===== config.mk =====
export PLATFORM = sky130hd
export DESIGN_NAME = zebra_detection_filter
export DESIGN_NICKNAME = d
export VERILOG_FILES = /design/src/rtl/zebra_pkg.sv /design/src/rtl/zebra_event_slot.sv /design/src/rtl/zebra_detection_filter.sv
export SDC_FILE = /design/constraint.sdc
export NUM_CORES = 1
export LEC_CHECK = 0
export BUFFER_PORTS_ARGS = -buffer_cell sky130_fd_sc_hd__buf_4
export CAP_MARGIN = 20
export CORE_MARGIN = 2
export CORE_UTILIZATION = 30
export DETAILED_ROUTE_END_ITERATION = 16
export PLACE_DENSITY_LB_ADDON = 0.08
export SYNTH_ARGS = -nofsm -noshare
export SYNTH_HDL_FRONTEND = slang
export SYNTH_SLANG_ARGS = --single-unit

===== constraint.sdc =====
create_clock -name clk -period 11.82 [get_ports clk]
set_input_delay 2.955 -clock clk [delete_from_list [all_inputs] [get_ports clk]]
set_output_delay 2.955 -clock clk [all_outputs]
set_load 0.05 [all_outputs]

===== src/rtl/zebra_pkg.sv =====
// Shared types and helpers for the zebra crossing temporal filter.
package zebra_pkg;

    typedef enum logic [1:0] {
        IDLE      = 2'd0,
        CANDIDATE = 2'd1,
        LOCKED    = 2'd2,
        RELEASING = 2'd3
    } zebra_state_e;

    typedef struct packed {
        logic        rising;
        logic [15:0] conf;
        logic [7:0]  stripes;
        logic [15:0] frame;
    } zebra_evt_t;

    localparam int unsigned EVT_W = $bits(zebra_evt_t);

    // One EMA step: avg - avg/2^s + sample/2^s, saturated to 16 bits.
    function automatic logic [15:0] ema_step(input logic [15:0] avg,
                                             input logic [15:0] sample,
                                             input int unsigned shift);
        logic [16:0] sum;
        sum = 17'(avg) - 17'(avg >> shift) + 17'(sample >> shift);
        return sum[16] ? 16'hFFFF : sum[15:0];
    endfunction

endpackage


===== src/rtl/zebra_event_slot.sv =====
// One-entry valid/ready event register; a load into a full, unread slot
// overwrites it and sets a sticky overflow flag.
module zebra_event_slot
    import zebra_pkg::*;
(
    input  logic             clk,
    input  logic             rst,
    input  logic             load,
    input  logic [EVT_W-1:0] load_evt,
    input  logic             ready,
    output logic             valid,
    output logic [EVT_W-1:0] evt,
    output logic             overflow
);

    always_ff @(posedge clk) begin
        if (rst) begin
            valid    <= 1'b0;
            evt      <= '0;
            overflow <= 1'b0;
        end else if (load) begin
            evt   <= load_evt;
            valid <= 1'b1;
            if (valid && !ready) begin
                overflow <= 1'b1;
            end
        end else if (valid && ready) begin
            valid <= 1'b0;
        end
    end

endmodule


===== src/rtl/zebra_detection_filter.sv =====
// N-of-M sliding-window vote with hysteresis over per-frame crossing
// detections, confidence EMA, frame watchdog and lock/unlock event stream.
module zebra_detection_filter
    import zebra_pkg::*;
#(
    parameter int unsigned WINDOW         = 8,
    parameter int unsigned ASSERT_COUNT   = 5,
    parameter int unsigned DEASSERT_COUNT = 2,
    parameter int unsigned TIMEOUT_CYCLES = 2_000_000,
    parameter int unsigned ALPHA_SHIFT    = 3
) (
    input  logic                         clk,
    input  logic                         rst,
    input  logic                         det_valid,
    input  logic                         det_crossing,
    input  logic [7:0]                   det_stripes,
    input  logic [15:0]                  det_confidence,
    output logic                         crossing_active,
    output logic [1:0]                   state,
    output logic [$clog2(WINDOW+1)-1:0]  hit_count,
    output logic [15:0]                  avg_confidence,
    output logic                         stale,
    output logic                         evt_valid,
    input  logic                         evt_ready,
    output logic                         evt_rising,
    output logic [15:0]                  evt_confidence,
    output logic [7:0]                   evt_stripes,
    output logic [15:0]                  evt_frame,
    output logic                         evt_overflow
);

    localparam int unsigned HIT_W = $clog2(WINDOW + 1);
    localparam int unsigned WD_W  = $clog2(TIMEOUT_CYCLES + 1);
    localparam logic [HIT_W-1:0] ASSERT_H   = HIT_W'(ASSERT_COUNT);
    localparam logic [HIT_W-1:0] DEASSERT_H = HIT_W'(DEASSERT_COUNT);
    localparam logic [WD_W-1:0]  WD_MAX     = WD_W'(TIMEOUT_CYCLES);

    zebra_state_e      state_q, state_d;
    logic [WINDOW-1:0] hist_q, hist_d, hist_shift;
    logic [HIT_W-1:0]  hit_new, hit_d;
    logic [15:0]       avg_d;
    logic [15:0]       frame_q, frame_d;
    logic [WD_W-1:0]   wd_q, wd_d;
    logic              stale_d;
    logic              wd_fire;
    logic              evt_load;
    zebra_evt_t        evt_new;
    zebra_evt_t        evt_q;

    assign hist_shift = {hist_q[WINDOW-2:0], det_crossing};
    assign hit_new    = HIT_W'($countones(hist_shift));
    // A frame in the terminal cycle wins; stale gating keeps the timeout one-shot.
    assign wd_fire    = !det_valid && !stale && (wd_q == WD_MAX);
    assign state      = state_q;

    always_comb begin
        state_d  = state_q;
        hist_d   = hist_q;
        hit_d    = hit_count;
        avg_d    = avg_confidence;
        frame_d  = frame_q;
        stale_d  = stale;
        wd_d     = wd_q;
        evt_load = 1'b0;
        evt_new  = '0;

        if (det_valid) begin
            wd_d    = '0;
        end else if (wd_q != WD_MAX) begin
            wd_d    = wd_q + WD_W'(1);
        end

        if (det_valid) begin
            hist_d  = hist_shift;
            hit_d   = hit_new;
            frame_d = frame_q + 16'd1;
            avg_d   = ema_step(avg_confidence, det_confidence, ALPHA_SHIFT);
            stale_d = 1'b0;
            unique case (state_q)
                IDLE: begin
                    if (hit_new != '0) state_d = CANDIDATE;
                end
                CANDIDATE: begin
                    if (hit_new >= ASSERT_H) begin
                        state_d        = LOCKED;
                        evt_load       = 1'b1;
                        evt_new.rising = 1'b1;
                    end else if (hit_new == '0) begin
                        state_d = IDLE;
                    end
                end
                LOCKED: begin
                    if (hit_new <= DEASSERT_H) state_d = RELEASING;
                end
                RELEASING: begin
                    if (hit_new > DEASSERT_H) begin
                        state_d = LOCKED;
                    end else begin
                        state_d  = (hit_new == '0) ? IDLE : CANDIDATE;
                        evt_load = 1'b1;
                    end
                end
                default: state_d = IDLE;
            endcase
            evt_new.conf    = avg_d;
            evt_new.stripes = det_stripes;
            evt_new.frame   = frame_d;
        end else if (wd_fire) begin
            hist_d  = '0;
            hit_d   = '0;
            state_d = IDLE;
            stale_d = 1'b1;
            if (state_q == LOCKED || state_q == RELEASING) begin
                evt_load = 1'b1;
            end
            evt_new.conf  = avg_confidence;
            evt_new.frame = frame_q;
        end
    end

    always_ff @(posedge clk) begin
        if (rst) begin
            state_q         <= IDLE;
            hist_q          <= '0;
            hit_count       <= '0;
            avg_confidence  <= '0;
            frame_q         <= '0;
            wd_q            <= '0;
            stale           <= 1'b0;
            crossing_active <= 1'b0;
        end else begin
            state_q         <= state_d;
            hist_q          <= hist_d;
            hit_count       <= hit_d;
            avg_confidence  <= avg_d;
            frame_q         <= frame_d;
            wd_q            <= wd_d;
            stale           <= stale_d;
            crossing_active <= (state_d == LOCKED) || (state_d == RELEASING);
        end
    end

    zebra_event_slot u_slot (
        .clk      (clk),
        .rst      (rst),
        .load     (evt_load),
        .load_evt (evt_new),
        .ready    (evt_ready),
        .valid    (evt_valid),
        .evt      (evt_q),
        .overflow (evt_overflow)
    );

    assign evt_rising     = evt_q.rising;
    assign evt_confidence = evt_q.conf;
    assign evt_stripes    = evt_q.stripes;
    assign evt_frame      = evt_q.frame;

endmodule


==> summary.md <==
| Metric | Value |
|---|---|
| Count leader, synth | dfxtp_1 |
| CTS clock-pin slew for the worst setup and hold paths | 70 ps |
| Share of post-route cells with drive strength above 1 | 0.151 |
| Worst hold slack | 456 ps |
| CTS Sinks | 111 |
| Root Driver | clkbuf_16 |
| CTS buffer count | 9 |
| Setup TNS | 0 ps |
| Synth top area share | 0.357 |
| Resized Gates After CTS | 0 |
| Final Hold Viols | 0 |
| Maximum vdd drop | 0.0859 mV |
| Number of global-route vias before repair | 5317 |
| Leading cell types by count after synthesis | dfxtp_1 (111), nor2_1 (76), inv_1 (75) |
| Synth top area cells | dfxtp_1 (36%), fa_1 (5.5%), a21oi_1 (4.9%) |
| Final clock skew | 14.0 ps |
| Core ar. | 20300 um2 |
| First-pass GRT wire length | 27500 um |
| Worst endpoint required time | 12030 ps |
| Number of synthesized flops with an enable pin | 0 |
| Worst reg2reg setup slack | 6620 ps |
| CTS max path bufs | 2 |
| Fillers | 2176 |
| Critical path arrival | 7830 ps |
| Setup violations, final | 0 |
| Clk pwr share | 0.166 |
| Post-DRT Antenna Nets | 0 |
| Initial DRC count | 235 |
| Min-delay src | u_slot.evt[18] |
| # IOs | 96 |
| Largest net degree at the start of global routing | 73 |
| Sequential power share | 0.254 |
| Power Dens Cells | 238 nW/um2 |
| Vias | 5440 |
| Hold path depth | 2 |
| Power share of the combinational group | 0.580 |
| Slew Limit Fails | 0 |
| Die ar. | 21900 um2 |
| Cells after Synth | 741 |
| Syn_area_per_cell | 8.41 um2 |
| Crit path time final | 7620 ps |
| Via/cell ratio | 5.03 |
| Hold Crit Class | flip-flop to flip-flop |
| Synthesis Warnings | 0 |
| MaxCap Viol Count | 0 |
| Syn_nets | 810 |
| Post-synth top flop | dfxtp_1 |
| Nets | 877 |
| Post-Route WL | 16600 um |
| FFs w/ async S/R, synth | 0 |
| RSZ-0062 raised after global routing | no |
| Clock latency at the later pin of the worst-skew pair | 360 ps |
| Wire length per cell | 15.4 um |
| GP Congestion | 0.766 |
| Hold bufs inserted after CTS | 0 |
| H-Tree Depth | 3 |
| Antenna violations before repair | 0 |
| Synth cell types | 61 |
| Gr usage total | 0.155 |
| Starting Density | 0.307 |
| Sw Pwr | 0.824 mW |
| Register area share after synthesis | 0.357 |
| Max Freq | 131 MHz |
| Reg-to-Reg End | u_slot.evt[9] |
| Gr ovfl total | 0 |
| Synth Cell Area | 6230 um2 |
| #FFs+latches synth | 111 |
| Worst R2R Start | hist_q[0] |
| Int Pwr | 0.933 mW |
| Slew headroom | 0.334 |
| Ant. Diodes | 0 |
| # DRC | 0 |
| Worst hold endpoint | u_slot.evt[18] |
| Crit end category | flip-flop |
| Die Y | 148 um |
| Cell taking the most area after synthesis | dfxtp_1 |
| Row Count | 52 |
| Worst Tran Pin Value | 979 ps |
| Cell Area, Placed | 7120 um2 |
| Worst Setup Start Kind | input port |
| Width of the die | 148 um |
| CP Class | input port to flip-flop |
| PortBufs | 92 |
| DP Wirelength | 11500 um |
| Worst Path Max Fanout | 24 |
| First drt pass iteration count | 5 |
| Layout Utilization | 0.364 |
| FF-to-FF path depth | 15 |
| Outcome | completed |
| CTS tree | done |
| Leakage | 2.90 nW |
| Final Cell Area | 7380 um2 |
| Post-CTS Setup Inserts | 0 |
| Area Growth Syn to Fin | 18.5% |
| Sw Share | 0.469 |
| Final period util | 0.645 |
sequential cells by signal (all words and copies together) (netlist names):
register,count
wd_q,21
state,2
u_slot.overflow,1
crossing_active,1
u_slot.evt,41
frame_q,16
hit_count,4
stale,1
avg_confidence,16
hist_q,7
u_slot.valid,1
per-stage QoR:
stage	std cells	power, mW	worst slack, ps
global placement	1066	1.46	3870
detailed placement	1067	1.47	3800
CTS	1082	1.77	4190
global route	1082	1.92	3940
floorplan	741	1.22	5170
finish	1082	1.76	4200
worst max-delay path by stage:
stage,startpoint,end,cells past startpoint
2_1_floorplan,det_crossing,u_slot.evt[35],15
3_3_place_gp,det_crossing,u_slot.evt[9],16
3_5_place_dp,det_crossing,u_slot.evt[9],16
4_1_cts,det_crossing,u_slot.evt[9],16
5_1_grt,det_crossing,u_slot.evt[9],16
6_report,det_crossing,u_slot.evt[9],16
logic make-up after synthesis:
kind of cell	share of synthesized area
AO/OA/AOI/OAI	0.190
XOR/XNOR	0.0773
adder cells (fa/ha/maj)	0.101
buffers and inverters	0.0767
flip-flops	0.357
multiplexers	0.00964
AND/OR/NAND/NOR	0.188
power groups by stage:
stage                     combinational, mW  clock (mW)  sequential [mW]
after floorplan                       0.682           0            0.534
after global placement                 1.01           0            0.455
after detailed placement               1.01           0            0.456
after CTS                              1.02       0.303            0.447
after global routing                   1.15       0.319            0.451
final                                  1.02       0.291            0.446
cell type report:
type | count | area (um2) | area share
multi-input cells | 512 | 3530 | 0.478
flip-flops and latches | 111 | 2220 | 0.301
repair buffers | 97 | 736 | 0.0996
well taps | 270 | 338 | 0.0458
inverters | 77 | 289 | 0.0391
clock buffers | 13 | 250 | 0.0339
clock inverters | 2 | 16.3 | 0.00220
layer usage:
layer,global-route usage,routed length [um],up-vias
met2,0.243,7390,133
met4,0.0562,337,0
met1,0.211,7980,2570
met5,0,0,-
li1,-,-,2720
met3,0.0313,922,17
cell usage in the layout, fill, tap and decap left out, types with 6 or more instances in the layout:
cell type,count
nand3_1,49
a211oi_2,7
nor4_1,6
o221ai_1,14
nand4_1,11
dfxtp_1,111
and3_1,7
xnor2_1,24
a21o_1,7
nand2b_1,7
inv_1,75
buf_4,96
or3_1,7
fa_1,17
nor3_1,12
a21oi_1,61
nor2_1,76
xor2_1,31
clkbuf_16,9
ha_1,23
o21ai_0,14
a311oi_1,6
nand2_1,53
a221oi_1,14
critical path, stage by stage:
cell,delay (ps)
buf_4,120
fa_1,530
inv_1,50
fa_1,490
fa_1,410
inv_1,80
ha_1,160
inv_1,60
fa_1,410
xnor2_1,200
a2111oi_2,540
a21o_1,510
a21o_1,590
buf_4,430
o311a_1,230
nor3_1,50
(Power assumes the default switching activity.)
